`config.mk`:
```
export PLATFORM = sky130hd
export DESIGN_NAME = refill_return_buffer
export DESIGN_NICKNAME = d
export VERILOG_FILES = /design/src/rtl/refill_return_buffer.sv
export SDC_FILE = /design/constraint.sdc
export NUM_CORES = 1
export LEC_CHECK = 0
export CORE_MARGIN = 2
export CORE_UTILIZATION = 30
export DETAILED_ROUTE_END_ITERATION = 8
export SETUP_SLACK_MARGIN = 0.15
export SYNTH_ARGS = -nofsm -noshare
export SYNTH_HDL_FRONTEND = slang
export SYNTH_SLANG_ARGS = --single-unit
export TNS_END_PERCENT = 30
```
`constraint.sdc`:
```
create_clock -name clk -period 4.6 [get_ports clk]
set_input_delay 1.38 -clock clk [delete_from_list [all_inputs] [get_ports clk]]
set_output_delay 1.38 -clock clk [all_outputs]
set_load 0.005 [all_outputs]
```
`src/rtl/refill_return_buffer.sv`:
```
// Line-assembly buffer for cache refills: collects wrapping-order return beats,
// pulses the critical word early and presents the completed line for one cycle.
module refill_return_buffer #(
    parameter int WORD_WIDTH = 32,
    parameter int LINE_WORDS = 4,
    parameter int OFFSET_W   = 2
) (
    input  logic                             clk,
    input  logic                             rst,
    input  logic                             start,
    input  logic [OFFSET_W-1:0]              start_offset,
    input  logic                             beat_valid,
    input  logic [WORD_WIDTH-1:0]            beat_data,
    input  logic                             beat_last,
    output logic                             beat_ready,
    output logic                             crit_valid,
    output logic [WORD_WIDTH-1:0]            crit_word,
    output logic                             line_valid,
    output logic [LINE_WORDS*WORD_WIDTH-1:0] line_data,
    output logic [LINE_WORDS-1:0]            word_mask,
    input  logic [OFFSET_W-1:0]              rd_offset,
    output logic [WORD_WIDTH-1:0]            rd_word,
    output logic                             rd_hit,
    output logic                             busy,
    output logic                             err
);

    typedef enum logic [1:0] {
        IDLE = 2'd0,
        FILL = 2'd1,
        DONE = 2'd2
    } state_t;

    state_t                           state_q, state_d;
    logic [LINE_WORDS*WORD_WIDTH-1:0] line_q, line_d;
    logic [LINE_WORDS-1:0]            mask_q, mask_d;
    logic [OFFSET_W-1:0]              ptr_q, ptr_d;
    logic [OFFSET_W-1:0]              cnt_q, cnt_d;
    logic                             crit_v_q, crit_v_d;
    logic [WORD_WIDTH-1:0]            crit_w_q, crit_w_d;
    logic                             err_q, err_d;
    logic                             final_beat;

    // beat_cnt never exceeds LINE_WORDS-1 in FILL: the LINE_WORDS-th beat always leaves FILL
    assign final_beat = (cnt_q == OFFSET_W'(LINE_WORDS - 1));

    always_comb begin
        state_d  = state_q;
        line_d   = line_q;
        mask_d   = mask_q;
        ptr_d    = ptr_q;
        cnt_d    = cnt_q;
        crit_v_d = 1'b0;
        crit_w_d = crit_w_q;
        err_d    = 1'b0;
        case (state_q)
            IDLE: begin
                if (start) begin
                    ptr_d   = start_offset;
                    mask_d  = '0;
                    cnt_d   = '0;
                    state_d = FILL;
                end
            end
            FILL: begin
                if (beat_valid) begin
                    line_d[ptr_q*WORD_WIDTH +: WORD_WIDTH] = beat_data;
                    mask_d[ptr_q] = 1'b1;
                    ptr_d = ptr_q + 1'b1;
                    cnt_d = cnt_q + 1'b1;
                    if (cnt_q == '0) begin
                        crit_v_d = 1'b1;
                        crit_w_d = beat_data;
                    end
                    if (beat_last && final_beat) begin
                        state_d = DONE;
                    end else if (beat_last || final_beat) begin
                        state_d = IDLE;
                        err_d   = 1'b1;
                    end
                end
            end
            DONE: begin
                state_d = IDLE;
            end
            default: begin
                state_d = IDLE;
            end
        endcase
    end

    always_ff @(posedge clk) begin
        if (rst) begin
            state_q  <= IDLE;
            line_q   <= '0;
            mask_q   <= '0;
            ptr_q    <= '0;
            cnt_q    <= '0;
            crit_v_q <= 1'b0;
            crit_w_q <= '0;
            err_q    <= 1'b0;
        end else begin
            state_q  <= state_d;
            line_q   <= line_d;
            mask_q   <= mask_d;
            ptr_q    <= ptr_d;
            cnt_q    <= cnt_d;
            crit_v_q <= crit_v_d;
            crit_w_q <= crit_w_d;
            err_q    <= err_d;
        end
    end

    assign beat_ready = (state_q == FILL);
    assign busy       = (state_q == FILL) || (state_q == DONE);
    assign line_valid = (state_q == DONE);
    assign crit_valid = crit_v_q;
    assign crit_word  = crit_w_q;
    assign err        = err_q;
    assign line_data  = line_q;
    assign word_mask  = mask_q;
    assign rd_word    = line_q[rd_offset*WORD_WIDTH +: WORD_WIDTH];
    assign rd_hit     = mask_q[rd_offset] && busy;

endmodule

```
# Yosys cells after proc, flatten, opt, wreduce, memory -nomap -nowiden
# Cells that the tools add are included.
dict set report classes {
  bitwise_logic 3
  shift 3
  addsub 3
  n_eq_ne 6
  n_reduce_logical 14
  mux 21
  magnitude_cmp 3
}
# operator count
set op_table {}
lappend op_table {{$bwmux 128} 1}
lappend op_table {{$shift 32x34->128 const A} 1}
lappend op_table {{$shiftx 128x8->32} 1}
lappend op_table {{$shiftx 32x34->128} 1}
lappend op_table {{$neg 7->34} 1}
lappend op_table {{$mux 2} 8}
lappend op_table {{$pmux 2 s2} 3}
lappend op_table {{$reduce_and 3->1} 3}
lappend op_table {{$mux 4} 2}
lappend op_table {{$pmux 4 s2} 1}
lappend op_table {{$lt 2x3->1 const B} 2}
lappend op_table {{$add 2x1->2 const B} 2}
lappend op_table {{$eq 2x2->1 const B} 2}
lappend op_table {{$logic_not 2->1} 2}
lappend op_table {{$mux 1} 4}
lappend op_table {{$ne 2x2->1 const B} 2}
lappend op_table {{$or 4x4->4} 1}
lappend op_table {{$reduce_or 4->1} 1}
lappend op_table {{$logic_and 1x1->1} 3}
lappend op_table {{$ne 3x1->1 const B} 1}
lappend op_table {{$reduce_or 3->1} 1}
lappend op_table {{$bmux 1 s2} 1}
lappend op_table {{$demux 1 s2} 1}
lappend op_table {{$eq 2x1->1 const B} 1}
lappend op_table {{other kinds (5)} 7}
dict set report word_totals {
  input_bits 41
  out_inout_bits 202
  regBits 172
  wordCells 61
}

# Longest topological paths before layout
dict set report logic_depth {
  ltp_word 7
  ltp_mapped 8
  mapped_depth_nobuf 5
}

# Worst setup path after synthesis
# OpenSTA, ideal clock, no wires.
dict set report synth_path {
  path_kind {in2out}
  from {in rd_offset[0]}
  to {out rd_word[10]}
  t_arrival_ns 2.377
  required_time_ns 3.220
  n_path_buf 2
  stages 3
  path_slack_ns 0.843
  path_cell_list {buf_2 -> buf_2 -> mux4_2}
}
dict set report synth_between {
  elab_chain_len 1
}
# item line
set synth_rtl {}
lappend synth_rtl {{start: declaration} 21} ;# input logic [OFFSET_W-1:0] rd_offset,
lappend synth_rtl {{$shiftx 128x8->32} 122} ;# assign rd_word = line_q[rd_offset*WORD_WIDTH +: WORD_WIDTH];
lappend synth_rtl {{end: declaration} 22} ;# output logic [WORD_WIDTH-1:0] rd_word,
# No other way between the ends.

# Worst setup path after layout
dict set report layout_path {
  from {in rd_offset[0]}
  to {out rd_word[0]}
}
# Same word-level chain as after synthesis.

==> key figures <==
Outcome
  – Status: finished clean

Timing
  – Setup TNS: 0 ns
  – Max Clk Rate: between 200 and 250 MHz
  – Post-route worst setup slack: a little over 0.4 ns
  – Unrepaired setup endpoints after global routing: no
  – Fin crit period: roughly 4.2 ns
  – Final hold vios: 0
  – Final setup vio count: 0
  – Worst-margin pin slew: 0.835 ns
  – Slew margin rel.: 44.3%
  – Fin. max-slew vios: 0
  – Max Clock Skew: 0.0129 ns
  – Final period util: between 90% and 100%

Synthesis
  – Synth warnings: 0
  – Mapped Cells: between 600 and 700
  – Yosys cell types: 38
  – Ys async rst share: 0%
  – Syn_nets: between 700 and 800
  – Seq cells post-synth: 172
  – Post-Syn Area: 0.00702 mm²
  – Post-synth EDFFs: 0
  – Post-synth top flop: dfxtp_1
  – Post-Syn Area per Cell: around 10 µm²
  – Seq/Total Area, Yosys: around half

Setup path
  – Worst Path Max Fanout: 17
  – Critical path start-end classification: primary input to primary output
  – Worst setup SP type: primary input
  – Arr. time, crit path: approximately 2.8 ns
  – CP endpoint kind: primary output
  – Req. time, crit path: 3.22 ns

Route
  – Antenna-violating nets left: 0
  – Vias/cell: 5.28
  – Drt initial violations: roughly 380
  – Vias post-DR: 6461
  – Avg WL per Cell: 20.8 µm
  – Pre-Repair DR Iteration Count: 5
  – Drt total wl: 25.5 mm
  – DR DRC count: 0

Clock tree
  – Clk_lat worst skew: between 0.4 and 0.5 ns
  – Clock buffer depth: 2
  – CTS tree: yes
  – Clock root buffer: clkbuf_16
  – H-tree levels: 4
  – CTS clk-pin slew, worst paths: 0.07 ns
  – Post-CTS sizing: 0
  – CTS Buf Count: 17
  – Post-CTS Hold Buffers: 0
  – Postcts setup bufs: 0
  – Clock sinks: 172

GRT
  – Largest net degree at the start of global routing: 69
  – Congestion Overflow GR: 0
  – Vias in the first global route: 6284
  – First-pass GRT wire length: 38.4 mm
  – Initial antenna violation count: 0
  – Gr usage total: between 20% and 30%

Cells and area
  – Storage cell area: approximately 0.0034 mm²
  – Fin nets: 953
  – Fin cells: 1224
  – Commonest non-fill, non-tap cell in the layout: clkdlybuf4s50_1
  – Most frequent cells in the layout: 239 x clkdlybuf4s50_1, 172 x dfxtp_1, 112 x nand2_1
  – Area growth from synthesis to layout: 47.6%
  – Layout cells sized above 1: ~11%
  – Footprint of the multi-input gates: between 0.003 and 0.004 mm²
  – Antenna diodes: 0
  – Fillers: 2175

Place
  – Dpl cells: 1193
  – Gpl congestion: 0.754
  – PortBufs: about 240
  – Post-Place Setup Slack: roughly 0.38 ns
  – Post-DP HPWL: between 15 and 20 mm

Power
  – Leakage power: 3.52 nW
  – Int Pwr: 2.72 mW
  – Worst ir drop on vdd: 229 µV
  – Clock power share: 41.8%
  – Comb pwr share: 15.9%
  – Reg power frac: a little over two fifths
  – Switching share of total power: 27.6%
  – P_sw: 1.04 mW
  – Pwr dens: 363 mW/mm²

Floorplan
  – Initial core utilization: 30.8%
  – Die W: 157 µm
  – Rows: 55
  – Die Y: 157 µm
  – Die area: 0.0246 mm²
  – CORE AREA: around 0.023 mm²
  – IO Pins: between 200 and 250

Worst hold path
  – Hold Crit Class: flip-flop to flip-flop

Flow run
  – Maxcap violations: 0
## path summary, 6_finish.rpt
| path | start | to | cells after the start | slack [ns] |
|---|---|---|---|---|
| max reg2reg | ptr_q[0] | line_data[120] | 5 | 1.88 |
| max | rd_offset[0] | rd_word[0] | 4 | 0.41 |
| min reg2reg | crit_word[11] | crit_word[11] | 2 | 0.46 |
| min | crit_word[11] | crit_word[11] | 2 | 0.46 |
## per-stage QoR
stage               area (µm²)  hold slack [ns]  power, mW  util, %
floorplan                 7020            0.452       1.91        -
global placement          9720            0.441       2.22     42.7
finish                   10400            0.457       3.76     45.5
global route             10400            0.470       3.90     45.5
CTS                      10400            0.456       3.80     45.5
detailed placement        9720            0.447       2.22     42.7
## layer usage
metal / GRT usage, % / vias to the layer above / part of all wire, %
li1: - / 2988 / -
met1: 27.8 / 3201 / 44
met2: 34.3 / 255 / 48
met3: 3.72 / 17 / 6.3
met4: 4.54 / 0 / 0.93
met5: 0 / - / 0
## power by group through the flow
stage	Combinational (mW)	Clock (mW)	Sequential, mW
after floorplan	0.296	0	1.62
after global placement	0.597	0	1.62
after detailed placement	0.598	0	1.62
after CTS	0.601	1.60	1.59
after global routing	0.645	1.66	1.60
final	0.596	1.57	1.59
## cell usage after synthesis, types with 7 or more instances
master / instances / share of area [%]
nand2_1: 112 / 6.0
nor2_1: 28 / 1.5
buf_2: 22 / 1.6
a32o_1: 55 / 7.8
clkbuf_1: 45 / 2.4
dfxtp_1: 172 / 49
mux4_2: 33 / 11
ha_1: 13 / 2.3
inv_1: 7 / 0.37
and3_1: 14 / 1.2
a32oi_1: 22 / 2.7
a31o_1: 10 / 1.2
nand3_1: 46 / 3.3
a21oi_1: 77 / 5.5
## critical path, cell delays in order
cell and delay, ns:
buf_2 0.21, buf_12 0.22, mux4_2 0.52, clkdlybuf4s50_1 0.46
## layout make-up
cell class / count / share of cell area (%)
Timing Repair Buffer: 258 / 24.8
Tap cell: 313 / 3.78
Sequential cell: 172 / 33.2
Clock buffer: 18 / 4.14
Clock inverter: 13 / 1.99
Multi-Input combinational cell: 443 / 31.8
Inverter: 7 / 0.254
## sequential cells by signal, summed over array words and instances (netlist names)
| name | flops |
|---|---|
| line_data | 128 |
| cnt_q | 2 |
| word_mask | 4 |
| crit_valid | 1 |
| err | 1 |
| state_q | 2 |
| ptr_q | 2 |
| crit_word | 32 |
## kinds of logic (layout without fill, tap and decap cells)
kind of cell    after synthesis  count (layout)  share of synthesized area (%)
simple gates                218             218                           14.4
flops                       172             172                           49.1
mux                          36              36                           11.0
fa+ha+maj                    13              13                           2.32
compound gates              175             175                           18.4
xor+xnor                      1               1                          0.125
buf+inv                      76             296                           4.67
Power figures use the tool's default switching activity.
